## src/rtl/glove_tracker.sv

```systemverilog
// glove_tracker: glove position filter, closed-bit debounce and catch cooldown; define GLOVE_TRK_STATS_EN to build the rejected-sample counter
module glove_tracker #(
  parameter int GLOVE_ID        = 1,
  parameter int AVG_LOG2        = 2,
  parameter int DEBOUNCE_CYCLES = 270000,
  parameter int COOLDOWN_CYCLES = 8437500,
  parameter int MAX_MM          = 10000
) (
  input  logic        clk,
  input  logic        reset,
  input  logic        sample_valid,
  input  logic [15:0] sample_x,
  input  logic [15:0] sample_y,
  input  logic        raw_closed,
  input  logic [1:0]  ball_state,
  output logic [15:0] glove_x,
  output logic [15:0] glove_y,
  output logic        pos_valid,
  output logic        glove_closed,
  output logic        can_catch,
  output logic [7:0]  reject_count
);
  localparam int N  = 1 << AVG_LOG2;
  localparam int SW = 16 + AVG_LOG2;
  localparam int DW = $clog2(DEBOUNCE_CYCLES + 1);
  localparam int CW = $clog2(COOLDOWN_CYCLES + 1);
  localparam logic [15:0] MAX_V = 16'(MAX_MM);
  typedef enum logic [1:0] {READY, HOLDING, COOLDOWN} state_t;
  logic          accept, held, sync_a, sync_b;
  logic [15:0]   hist_x [N];
  logic [15:0]   hist_y [N];
  logic [SW-1:0] sum_x, sum_y, nsum_x, nsum_y;
  logic [DW-1:0] db_cnt;
  logic [CW-1:0] cd_cnt, ncd_cnt;
  state_t        st, nst;
  assign accept = sample_valid && sample_x <= MAX_V && sample_y <= MAX_V;
  assign held   = ball_state == 2'(GLOVE_ID);
  assign nsum_x = pos_valid ? sum_x + SW'(sample_x) - SW'(hist_x[N-1]) : SW'(sample_x) << AVG_LOG2;
  assign nsum_y = pos_valid ? sum_y + SW'(sample_y) - SW'(hist_y[N-1]) : SW'(sample_y) << AVG_LOG2;
  // moving-average filter: first sample fills the whole history, later ones slide it
  always_ff @(posedge clk) begin
    if (!reset) begin
      sum_x     <= '0;
      sum_y     <= '0;
      glove_x   <= '0;
      glove_y   <= '0;
      pos_valid <= 1'b0;
      for (int i = 0; i < N; i++) begin
        hist_x[i] <= '0;
        hist_y[i] <= '0;
      end
    end else if (accept) begin
      sum_x     <= nsum_x;
      sum_y     <= nsum_y;
      glove_x   <= 16'(nsum_x >> AVG_LOG2);
      glove_y   <= 16'(nsum_y >> AVG_LOG2);
      pos_valid <= 1'b1;
      hist_x[0] <= sample_x;
      hist_y[0] <= sample_y;
      for (int i = 1; i < N; i++) begin
        hist_x[i] <= pos_valid ? hist_x[i-1] : sample_x;
        hist_y[i] <= pos_valid ? hist_y[i-1] : sample_y;
      end
    end
  end
  // synchronise the fist bit and accept a new level only after it has held long enough
  always_ff @(posedge clk) begin
    if (!reset) begin
      sync_a       <= 1'b0;
      sync_b       <= 1'b0;
      db_cnt       <= '0;
      glove_closed <= 1'b0;
    end else begin
      sync_a <= raw_closed;
      sync_b <= sync_a;
      if (sync_b == glove_closed) db_cnt <= '0;
      else if (db_cnt == DW'(DEBOUNCE_CYCLES - 1)) begin
        glove_closed <= sync_b;
        db_cnt       <= '0;
      end else db_cnt <= db_cnt + DW'(1);
    end
  end
  // cooldown state register; can_catch follows the next state so it is glitch-free
  always_ff @(posedge clk) begin
    if (!reset) begin
      st        <= READY;
      cd_cnt    <= '0;
      can_catch <= 1'b1;
    end else begin
      st        <= nst;
      cd_cnt    <= ncd_cnt;
      can_catch <= nst != COOLDOWN;
    end
  end
  // cooldown next state: a respawn into this glove beats cooldown expiry
  always_comb begin
    nst     = st;
    ncd_cnt = cd_cnt;
    case (st)
      READY:   nst = held ? HOLDING : READY;
      HOLDING: begin
        nst     = held ? HOLDING : COOLDOWN;
        ncd_cnt = held ? cd_cnt : CW'(COOLDOWN_CYCLES - 1);
      end
      COOLDOWN: begin
        ncd_cnt = cd_cnt - CW'(1);
        nst     = held ? HOLDING : (cd_cnt == '0 ? READY : COOLDOWN);
      end
      default: nst = READY;
    endcase
  end
`ifdef GLOVE_TRK_STATS_EN
  // saturating count of out-of-range samples
  always_ff @(posedge clk) begin
    if (!reset) reject_count <= '0;
    else if (sample_valid && !accept && reject_count != 8'hFF) reject_count <= reject_count + 8'd1;
  end
`else
  assign reject_count = '0;
`endif
endmodule
```

## config.mk

```make
export PLATFORM = sky130hd
export DESIGN_NAME = glove_tracker
export DESIGN_NICKNAME = d
export VERILOG_FILES = /design/src/rtl/glove_tracker.sv
export SDC_FILE = /design/constraint.sdc
export NUM_CORES = 1
export LEC_CHECK = 0
export ABC_AREA = 0
export BUFFER_PORTS_ARGS = -buffer_cell sky130_fd_sc_hd__buf_4
export CAP_MARGIN = 0
export CORE_MARGIN = 4
export CORE_UTILIZATION = 44
export DETAILED_ROUTE_END_ITERATION = 6
export PLACE_DENSITY_LB_ADDON = 0.1
export SLEW_MARGIN = 20
export SYNTH_ARGS = -nofsm -noshare
export SYNTH_HDL_FRONTEND = slang
export SYNTH_SLANG_ARGS = --single-unit
```

## constraint.sdc

```tcl
create_clock -name clk -period 6.1 [get_ports clk]
set_input_delay 0.305 -clock clk [delete_from_list [all_inputs] [get_ports clk]]
set_output_delay 0.305 -clock clk [all_outputs]
set_load 0.005 [all_outputs]
```

# Word-level counts from Yosys, hierarchy flattened
# Memories as Yosys holds them, arrays and structs flattened.
# Index checks and enable logic that the tools add are counted.
dict set report op_classes {
  add_sub_neg 6
  n_mux 27
  order_cmp 2
  reduce_logical 8
  n_bitwise 10
  eq_ne 7
}
# operator count
set op_table {}
lappend op_table {{two-way mux 16 bit} 14}
lappend op_table {{one-hot mux 24 bit (2 select lines)} 1}
lappend op_table {{adder 18 x 16 -> 18 bit} 2}
lappend op_table {{two-way mux 18 bit} 2}
lappend op_table {{subtractor 18 x 16 -> 18 bit} 2}
lappend op_table {{less-or-equal comparator 16 x 14 -> 1 bit, second input constant} 2}
lappend op_table {{logical NOT 24 bit} 1}
lappend op_table {{two-way mux 24 bit} 1}
lappend op_table {{subtractor 24 x 1 -> 24 bit, second input constant} 1}
lappend op_table {{adder 19 x 1 -> 19 bit, second input constant} 1}
lappend op_table {{equality test 19 bit, second input constant} 1}
lappend op_table {{OR 1 bit} 8}
lappend op_table {{two-way mux 2 bit} 3}
lappend op_table {{one-hot mux 2 bit (3 select lines)} 1}
lappend op_table {{two-way mux 1 bit} 5}
lappend op_table {{equality test 2 x 1 -> 1 bit, second input constant} 2}
lappend op_table {{!= test 2 bit, second input constant} 2}
lappend op_table {{AND reduction 2 bit} 2}
lappend op_table {{OR reduction 3 bit} 1}
lappend op_table {{equality test 2 bit, second input constant} 1}
lappend op_table {{logical AND 1 bit} 2}
lappend op_table {{logical NOT 2 bit} 1}
lappend op_table {{inverter 1 bit} 2}
lappend op_table {{nonzero test 2 bit} 1}
lappend op_table {{equality test 1 bit} 1}
dict set report totals {
  ram_bits 128
  n_memories 2
  regBits 118
  in_bits 38
  out_inout_bits 43
  word_cells 74
}
# memory words word_bits read_ports rd_clocked_by_memory_dff wr line
set mem_list {}
lappend mem_list {hist_x 4 16 4 0 4 30} ;# logic [15:0] hist_x [N];
lappend mem_list {hist_y 4 16 4 0 4 31} ;# logic [15:0] hist_y [N];

# Depth between registers and ports, before layout
# Gate-level depths: netlist of run 1.
dict set report logic_depth {
  depth_word 7
  mapped_depth 12
  ltp_nobuf 12
}

# Worst setup path before layout of run 1
# No wires, ideal clock.
dict set report synth_path {
  path_type {input to register}
  from {in sample_y[3]}
  to {reg glove_y[10]}
  path_buffers 2
  arrival_time_ps 5278
  setup_ps 321
  cell_stages 8
  path_slack_ps 501
  required_time_ps 5779
  cell_sequence {o41ai_1 -> a41oi_1 -> o31ai_1 -> and2_1 -> buf_2 -> nand2b_1 -> clkbuf_1 -> o221ai_1}
}
dict set report synth_via {
  elab_chain_len 3
  elab_cells_between_ends 5
  cone_classes {add/sub: 2; order compare: 1; mux: 1; reduce/logical: 1}
}
# item line
set synth_lines {}
lappend synth_lines {{from (decl)} 13} ;# input logic [15:0] sample_y,
lappend synth_lines {{adder 18 x 16 -> 18 bit} 39} ;# assign nsum_y = pos_valid ? sum_y + SW'(sample_y) - SW'(hist_y[N-1]) : SW'(sample_y) << AVG_LOG2;
lappend synth_lines {{subtractor 18 x 16 -> 18 bit} 39}
lappend synth_lines {{two-way mux 18 bit} 39}
lappend synth_lines {{to (signal assigned)} 56} ;# glove_y <= 16'(nsum_y >> AVG_LOG2);
lappend synth_lines {{to (decl)} 17} ;# output logic [15:0] glove_y,
# Parallel ways exist; a longest one is shown, timed or not.
# A chain may end at the register's enable or synchronous reset.

==> run_results.csv, run 1 <==
group,metric,value,unit
power_and_ir_drop,max-vdd-ir-drop,0.2287,mV
timing,finalHoldViolCount,0,
power_and_ir_drop,cellInternalPower,0.002599,W
critical_path,required,6280,ps
critical_path,path_class,"in2reg",
floorplan,io_pins,81,
power_and_ir_drop,comb_power_share,11.8,%
clocking,cts_tree,"yes",
critical_path,worstSetupEndpointType,"flop",
yosys,yosys.area.top_type,"edfxtp_1",
timing,setup_viol,0,
timing,slew_headroom,37.99,%
routing,drt_pass1_iterations,5,
grt,grt_use_total,17.96,%
grt,grt_antenna_before_repair,0,
place,dpl.cell_count,1537,
clocking,clock_latency,520,ps
yosys,yosys-top-cells-area,"edfxtp_1 (33%), dfxtp_1 (15%), fa_1 (5.6%)",
critical_path,cp.depth,7,
place,post_dp_cell_area,12100,um^2
yosys,synth_ff_type,"edfxtp_1",
power_and_ir_drop,leakage,5.184,nW
cells_and_area,nNetsFinal,1338,
yosys,ys_warn_count,0,
clocking,clkSinkCount,214,
critical_path,cp_max_fo,71,
clocking,cts_setup_buffers,0,
timing,tightest_slew,930.1,ps
place,port_buffers,72,
routing,via_count,8383,
place,dp_slack,1938,ps
worst_hold_path,hold_depth,3,
critical_path,crit_slowest_cell,"nand2b_4",
floorplan,die_x,169.9,um
place,gp_congestion,0.7964,
yosys,async_flop_share,0,%
critical_path,r2r_setup_slack,2720,ps
floorplan,core-area,25910,um^2
critical_path,path_buf_inv,2,
floorplan,start_util,44.53,%
grt,grt_pass1_wl,42.71,mm
yosys,yosysMostFrequentCell,"nand2_1",
yosys,syn_avg_cell_area,9.576,um^2
critical_path,reg2reg_depth,9,
routing,ant_nets,0,
clocking,clk_pin_slew,60,ps
floorplan,die_h,169.9,um
place,dp_hpwl,17.41,mm
yosys,synthCells,1205,
yosys,synth_area,11540,um^2
routing,avgViaCountPerCell,5.296,
power_and_ir_drop,p_seq_share,46.0,%
yosys,yosysUniqueCellTypes,63,
yosys,synth_top_area_share,33.31,%
grt,grt_pass1_vias,8084,
timing,finClkSkew,7.547,ps
timing,rsz0062_at_grt,"false",
clocking,cts-buffers-inserted,25,
grt,grt_max_degree,72,
critical_path,cp-start-kind,"input port",
critical_path,worst_path_dominant_cell_family,"simple AND/OR/NAND/NOR gates",
timing,fin_crit_sh,58.09,%
cells_and_area,stdcell_area,12910,um^2
power_and_ir_drop,clockPowerShare,42.2,%
clocking,htreeDepth,1,
grt,overflow,0,
timing,fin_setup_tns,0,ps
cells_and_area,finalNonFillerCells,1583,
yosys,yosysSeqAreaShare,48.23,%
routing,wl_per_cell,16.40,um
yosys,synth-seq-cells,214,
yosys,synth_common_cells,"nand2_1 (158), inv_1 (136), edfxtp_1 (128), a21oi_1 (120), nor2_1 (91)",
cells_and_area,utilization,49.81,%
timing,fin_crit,3544,ps
power_and_ir_drop,power.density,268.6,nW/um^2
clocking,postCtsHoldBufs,1,
worst_hold_path,min_path_type,"in2reg",
critical_path,worst_ep_arrival_time,3720,ps
status,status,"completed",
timing,fmax,282.2,MHz
job,maxCapViolations,0,
floorplan,rows,59,
critical_path,cp_slowest_stage_delay,840,ps
timing,slew_violations,0,
cells_and_area,area_growth,11.85,%
floorplan,dieArea,28880,um^2
cells_and_area,drive_gt1_share,10.02,%
routing,drt-initial-drc-count,544,
clocking,cts_resized,0,
timing,worst_slack,2556,ps
routing,postRouteWirelength,25.96,mm
power_and_ir_drop,switching_share,25.03,%
clocking,root_buffer,"clkbuf_16",
clocking,clk_path_buf_depth,3,
cells_and_area,fillers,2484,
power_and_ir_drop,p_switching,0.0008676,W
cells_and_area,antenna_cells,0,
routing,drc,0,
critical_path,path_cells,"buf_4 -> o41ai_1 -> a41oi_1 -> o31ai_1 -> and2_2 -> nand2b_4 -> buf_12",
yosys,synth_edf_count,128,
[metrics by stage]
| stage | power (W) | hold WS [ps] |
|---|---|---|
| 5_1_grt | 0.003629 | 84.80 |
| 3_5_place_dp | 0.002034 | 443.2 |
| 4_1_cts | 0.003510 | 76.48 |
| 6_report | 0.003467 | 86.84 |
| 2_1_floorplan | 0.001928 | 411.9 |
| 3_3_place_gp | 0.002032 | 429.0 |
[worst min-delay path, cell delays in order]
cell      delay (ps)
buf_4            110
nand2b_1          90
a211oi_1          50
[cells in the final DEF (no fill, tap or decap), drive strengths merged, types with 21 or more instances in the layout]
cell type	instances
nand2	159
inv	137
edfxtp	128
a21oi	120
nor2	91
dfxtp	86
buf	78
ha	38
o21ai	37
clkbuf	34
fa	32
xnor2	23
nand3	22
a211oi	21
[worst paths after layout]
check                                     end     startpoint
worst min-delay path                    st[0]  ball_state[0]
worst max register to register    glove_y[14]  hist_y[0][49]
worst min register to register         sync_b         sync_a
worst max-delay path            hist_x[0][23]    sample_y[3]
[cells by family (layout without fill, tap and decap cells)]
group                    after synthesis  in the layout  share of synthesized area, %
adder cells (fa/ha/maj)               70             70                         9.673
AO/OA/AOI/OAI                        272            272                         14.64
flip-flops                           214            214                         48.23
buffers and inverters                230            262                         8.968
other                                  1             12                       0.03250
multiplexers                           5              5                        0.4338
AND/OR/NAND/NOR                      373            373                         14.99
XOR/XNOR                              40             40                         3.036
[final cells by class]
cell class / instances / area, um^2 / share of cell area [%]
flip-flops and latches: 214 / 5569 / 43.15
repair buffers: 79 / 608.1 / 4.712
inverters: 138 / 518.0 / 4.014
well taps: 335 / 419.2 / 3.248
clock inverters: 11 / 116.4 / 0.9016
clock buffers: 34 / 679.4 / 5.264
multi-input cells: 772 / 4996 / 38.71
[per-layer routing]
layer | vias to the layer above | wire length, um | GRT usage [%] | share of wire [%]
met3 | 32 | 912 | 2.323 | 3.5
met1 | 4026 | 12430 | 25.56 | 48
met5 | - | 0 | 0 | 0
met2 | 129 | 12100 | 29.54 | 47
li1 | 4196 | - | - | -
met4 | 0 | 504 | 4.028 | 1.9
[registers in the layout (all words and copies together) (netlist names)]
register,count
sync_a,1
sync_b,1
hist_x,64
hist_y,64
pos_valid,1
sum_y,2
st,2
glove_x,16
glove_y,16
glove_closed,1
sum_x,2
db_cnt,19
cd_cnt,24
can_catch,1
[power groups by stage]
stage | clock network (W) | logic [W] | registers (W)
floorplan | 0 | 0.000302 | 0.00163
global placement | 0 | 0.000406 | 0.00163
detailed placement | 0 | 0.000407 | 0.00163
CTS | 0.00150 | 0.000410 | 0.00160
global route | 0.00156 | 0.000466 | 0.00160
finish | 0.00146 | 0.000408 | 0.00160
(Power assumes the default switching activity.)
==> run 2: changes to the inputs <==
--- a/config.mk
+++ b/config.mk
@@ -5,7 +5,7 @@
 export SDC_FILE = /design/constraint.sdc
 export NUM_CORES = 1
 export LEC_CHECK = 0
-export ABC_AREA = 0
+export ABC_AREA = 1
 export BUFFER_PORTS_ARGS = -buffer_cell sky130_fd_sc_hd__buf_4
 export CAP_MARGIN = 0
 export CORE_MARGIN = 4
==> constraint.sdc (replaced) <==
create_clock -name clk -period 2.98 [get_ports clk]
set_input_delay 0.149 -clock clk [delete_from_list [all_inputs] [get_ports clk]]
set_output_delay 0.149 -clock clk [all_outputs]
set_load 0.005 [all_outputs]
==> run_results.csv, run 2 <==
group,metric,value,unit
yosys,synthCells,1670,
cells_and_area,layout_commonest_cell,"nand2_1",
timing,worst_slack,366.3,ps
power_and_ir_drop,switching_share,27.03,%
routing,avgViaCountPerCell,4.739,
cells_and_area,antenna_cells,0,
cells_and_area,area_growth,13.58,%
grt,grt_antenna_before_repair,1,
yosys,synth-seq-cells,214,
timing,setup_viol,0,
routing,wl_per_cell,13.27,um
power_and_ir_drop,cellInternalPower,0.005259,W
routing,ant_nets,0,
routing,via_count,10108,
floorplan,rows,61,
power_and_ir_drop,power.density,501.1,nW/um^2
cells_and_area,drive_gt1_share,7.977,%
grt,grt_use_total,18.46,%
timing,rsz0062_at_grt,"false",
power_and_ir_drop,clockPowerShare,39.2,%
yosys,yosysMostFrequentCell,"nand2_1",
critical_path,crit_top_cell,"nand2_1",
clocking,clock_latency,520,ps
power_and_ir_drop,p_seq_share,45.6,%
timing,fmax,382.6,MHz
grt,grt_pass1_wl,48.27,mm
place,port_buffers,72,
yosys,synth_ff_type,"edfxtp_1",
timing,fin_crit_sh,87.71,%
clocking,clkSinkCount,214,
yosys,synth_edf_count,128,
critical_path,crit_slowest_cell,"dlygate4sd3_1",
critical_path,cp_slowest_stage_delay,560,ps
timing,slew_violations,0,
yosys,yosysSeqAreaShare,43.95,%
critical_path,worstSetupEndpointType,"flop",
yosys,yosys.area.top_type,"edfxtp_1",
power_and_ir_drop,comb_power_share,15.3,%
floorplan,io_pins,81,
grt,overflow,0,
timing,finClkSkew,11.76,ps
place,post_dp_cell_area,13370,um^2
clocking,clk_pin_slew,60,ps
cells_and_area,stdcell_area,14380,um^2
yosys,synth_top_area_share,30.36,%
yosys,syn_avg_cell_area,7.582,um^2
routing,drt_pass1_iterations,5,
yosys,synth_common_cells,"nand2_1 (447), inv_1 (300), nor2_1 (215), edfxtp_1 (128), a21oi_1 (115)",
power_and_ir_drop,leakage,6.932,nW
critical_path,path_cells,"dlygate4sd3_1 -> buf_4 -> inv_1 -> fa_1 -> inv_1 -> fa_1 -> nand2_1 -> nand2_1 -> nand3_1 -> nand2_1 -> o21ai_0 -> nand2_1 -> nand2_1 -> o21ai_0",
place,dp_hpwl,20.08,mm
floorplan,dieArea,31560,um^2
critical_path,required,3390,ps
yosys,synth_area,12660,um^2
clocking,root_buffer,"clkbuf_16",
floorplan,die_x,177.6,um
cells_and_area,final_cell_mix,"nand2_1 (447), inv_1 (300), nor2_1 (215)",
routing,drc,0,
floorplan,die_h,177.6,um
critical_path,path_class,"in2reg",
cells_and_area,nNetsFinal,1844,
critical_path,worst_ep_arrival_time,3020,ps
job,maxCapViolations,0,
place,dp_slack,448.1,ps
clocking,cts_setup_buffers,0,
timing,slew_headroom,63.80,%
timing,fin_crit,2614,ps
status,status,"completed",
place,gp_congestion,0.8545,
clocking,htreeDepth,1,
clocking,cts-buffers-inserted,25,
clocking,cts_tree,"yes",
timing,finalHoldViolCount,0,
grt,grt_max_degree,102,
floorplan,start_util,45.08,%
power_and_ir_drop,max-vdd-ir-drop,0.4677,mV
routing,drt-initial-drc-count,606,
critical_path,cp-start-kind,"input port",
timing,fin_setup_tns,0,ps
grt,grt_pass1_vias,9873,
timing,tightest_slew,542.5,ps
cells_and_area,reg.largest.list,"hist_x: 64 flops, hist_y: 64 flops, cd_cnt: 24 flops",
yosys,async_flop_share,0,%
yosys,yosysUniqueCellTypes,42,
worst_hold_path,min_path_type,"in2reg",
critical_path,cp_max_fo,4,
clocking,clk_path_buf_depth,3,
power_and_ir_drop,power,0.007207,W
power_and_ir_drop,p_switching,0.001948,W
critical_path,r2r_setup_slack,460,ps
yosys,yosys-top-cells-area,"edfxtp_1 (30%), dfxtp_1 (14%), nand2_1 (13%)",
routing,postRouteWirelength,28.30,mm
yosys,ys_warn_count,0,
floorplan,core-area,28090,um^2
[run 2: cell types whose count changed after synthesis, moves of 15 or more]
| cell | delta |
|---|---|
| nand2_1 | +289 |
| inv_1 | +164 |
| nor2_1 | +124 |
| nand3_1 | +62 |
| clkbuf_1 | -23 |
| a211oi_1 | -20 |
| xnor2_1 | -20 |
| and3_1 | -19 |
| a21o_1 | -15 |
[run 2: worst paths after layout]
path,start,endpoint,depth (start not counted)
worst max-delay path,sample_x[1],glove_x[6],14
worst min register to register,sync_a,sync_b,2
worst max register to register,glove_x[11],glove_x[12],14
worst min-delay path,sample_x[13],glove_x[13],5
[run 2: power groups by stage]
| stage | clock (W) | sequential (W) | combinational, W |
|---|---|---|---|
| floorplan | 0 | 0.00334 | 0.000804 |
| global placement | 0 | 0.00334 | 0.00106 |
| detailed placement | 0 | 0.00335 | 0.00107 |
| CTS | 0.00292 | 0.00328 | 0.00111 |
| global route | 0.00305 | 0.00329 | 0.00129 |
| finish | 0.00282 | 0.00328 | 0.00110 |
[run 2: per-stage QoR]
step | cells | utilization, % | hold WS [ps]
global route | 2133 | 51.20 | 27.45
finish | 2133 | 51.20 | 3.036
floorplan | 1681 | - | 246.6
CTS | 2133 | 51.20 | 4.778
detailed placement | 2061 | 47.62 | 335.8
global placement | 2061 | 47.62 | 333.4
[run 2: kinds of logic (layout without fill, tap and decap cells)]
logic type / Yosys count / in the layout / share of synthesized area (%)
compound gates: 176 / 176 / 7.223
flops: 214 / 214 / 43.95
simple gates: 812 / 812 / 26.20
fa+ha+maj: 70 / 70 / 8.814
buf+inv: 389 / 463 / 13.23
other cells: 1 / 12 / 0.02962
xor+xnor: 8 / 8 / 0.5534
[run 2: area by class of cell]
| class | instances | area (um^2) |
|---|---|---|
| Clock inverter | 12 | 87.58 |
| Tap cell | 378 | 473.0 |
| Inverter | 308 | 1156 |
| Clock buffer | 34 | 659.4 |
| Fill cell | 2847 | 13710 |
| Timing Repair Buffer | 109 | 945.9 |
| Sequential cell | 214 | 5569 |
| Multi-Input combinational cell | 1078 | 5490 |
[run 2: layer usage]
| metal | up-vias | track usage [%] | part of all wire [%] |
|---|---|---|---|
| li1 | 5315 | - | - |
| met1 | 4608 | 26.41 | 49 |
| met2 | 150 | 29.97 | 45 |
| met3 | 33 | 2.812 | 4.2 |
| met4 | 2 | 3.706 | 1.7 |
| met5 | - | 0 | 0.025 |
[run 2: timing repair]
item | in CTS | in global routing
hold buffers | 26 | 0
hold endpoints to repair | 32 | 0
gates resized for setup | 0 | 0
[run 2: critical path, delay by kind of cell]
family,cells,cell delay (ps)
adders and majority gates,2,1020
buffers and inverters,4,850
and+or+nand+nor,6,630
AOI/OAI and AO/OA,2,350
==> run 3: changes to the inputs <==
--- a/config.mk
+++ b/config.mk
@@ -11,6 +11,7 @@
 export CORE_MARGIN = 4
 export CORE_UTILIZATION = 44
 export DETAILED_ROUTE_END_ITERATION = 6
+export HOLD_SLACK_MARGIN = 0.15
 export PLACE_DENSITY_LB_ADDON = 0.1
 export SLEW_MARGIN = 20
 export SYNTH_ARGS = -nofsm -noshare
==> constraint.sdc (replaced) <==
create_clock -name clk -period 2.98 [get_ports clk]
set_input_delay 0.894 -clock clk [delete_from_list [all_inputs] [get_ports clk]]
set_output_delay 0.894 -clock clk [all_outputs]
set_load 0.005 [all_outputs]
==> run_results.csv, run 3 (same netlist as run 2, synthesis figures left out) <==
group,metric,value,unit
clocking,cts-buffers-inserted,26,
timing,fin_hold_ws,429.5,ps
routing,drc,0,
clocking,cts_setup_buffers,0,
timing,finClkSkew,11.71,ps
timing,slew_violations,0,
grt,grt_pass1_vias,9733,
clocking,clock_latency,530,ps
clocking,htreeDepth,1,
grt,grt_antenna_before_repair,1,
cells_and_area,final_cell_mix,"nand2_1 (447), inv_1 (300), nor2_1 (215)",
cells_and_area,reg.largest.list,"hist_x: 64 flops, hist_y: 64 flops, cd_cnt: 24 flops",
timing,rsz0062_at_grt,"false",
critical_path,cp_max_fo,6,
cells_and_area,utilization,52.49,%
timing,fmax,398.4,MHz
critical_path,required,3410,ps
routing,drt_pass1_iterations,5,
timing,setup_viol,0,
critical_path,worstSetupEndpointType,"flop",
cells_and_area,antenna_cells,0,
power_and_ir_drop,power.density,510.1,nW/um^2
worst_hold_path,min_path_type,"reg2reg",
floorplan,dieArea,31560,um^2
timing,worst_slack,469.9,ps
clocking,cts_tree,"yes",
cells_and_area,fillers,2808,
critical_path,worst_ep_arrival_time,2940,ps
timing,finalHoldViolCount,0,
floorplan,die_x,177.6,um
timing,slew_headroom,55.46,%
job,maxCapViolations,0,
cells_and_area,finalNonFillerCells,2179,
place,dp_hpwl,21.16,mm
cells_and_area,drive_gt1_share,12.05,%
grt,overflow,0,
place,gp_congestion,0.8547,
grt,grt_pass1_wl,48.42,mm
critical_path,r2r_setup_slack,560,ps
routing,avgViaCountPerCell,4.734,
routing,drt-initial-drc-count,609,
grt,grt_use_total,18.63,%
timing,fin_crit_sh,84.23,%
clocking,clk_pin_slew,60,ps
grt,grt_max_degree,59,
clocking,clk_path_buf_depth,3,
timing,fin_crit,2510,ps
floorplan,io_pins,81,
place,port_buffers,72,
cells_and_area,nNetsFinal,1889,
routing,wl_per_cell,13.29,um
critical_path,path_class,"in2reg",
status,status,"completed",
place,dpl.cell_count,2131,
floorplan,start_util,45.08,%
cells_and_area,layout_commonest_cell,"nand2_1",
clocking,clkSinkCount,214,
power_and_ir_drop,leakage,7.220,nW
clocking,cts_resized,0,
floorplan,die_h,177.6,um
floorplan,rows,61,
routing,postRouteWirelength,28.97,mm
critical_path,cp-start-kind,"input port",
power_and_ir_drop,max-vdd-ir-drop,0.4604,mV
floorplan,core-area,28090,um^2
clocking,postCtsHoldBufs,0,
place,dp_slack,-90.87,ps
timing,tightest_slew,668.1,ps
cells_and_area,area_growth,16.42,%
routing,via_count,10316,
routing,ant_nets,0,
clocking,root_buffer,"clkbuf_16",
## run 3: worst paths after layout
check,from,to,depth (start not counted)
hold reg to reg,sync_a,sync_b,2
setup / recovery,sample_x[2],glove_x[15],17
setup reg to reg,glove_x[9],glove_x[11],14
hold / removal,sync_a,sync_b,2
## run 3: power breakdown
part / switching [W] / internal, W / leakage, nW
sequential: 0.0000482 / 0.00323 / 2.00
clock: 0.00126 / 0.00177 / 0.407
combinational: 0.000736 / 0.000468 / 4.82
## run 3: layout make-up
type                    instances  area (um^2)  area share (%)
repair buffers                153         1236           8.386
clock buffers                  28        658.1           4.464
multi-input cells            1078         5490           37.24
clock inverters                20        158.9           1.078
well taps                     378        473.0           3.208
inverters                     308         1156           7.843
flip-flops and latches        214         5569           37.78
## run 3: per-layer routing
metal / global-route usage [%] / wire length [um] / vias up
li1: - / - / 5393
met2: 29.27 / 12840 / 166
met5: 0 / 9 / -
met3: 3.046 / 1339 / 33
met1: 27.48 / 14300 / 4722
met4: 3.481 / 478 / 2
## run 3: worst max-delay path: stages
cell and delay [ps]:
buf_4 80, inv_1 60, fa_1 550, inv_1 50
ha_1 350, nand2_1 110, nand2_1 60, nand2_1 60
nand3_1 160, nand2_1 130, nand2_1 100, nand2_1 90
nand2_1 50, nand2_1 50, nand2_1 50, nand2_1 60
nand2_1 50
## run 3: stage by stage
step           area, um^2  power [W]  TNS, ps
2_1_floorplan       12710   0.004139        0
3_3_place_gp        13920   0.004539   -183.6
3_5_place_dp        13920   0.004548   -357.5
4_1_cts             14740   0.007620        0
5_1_grt             14740   0.007947        0
6_report            14740   0.007519        0
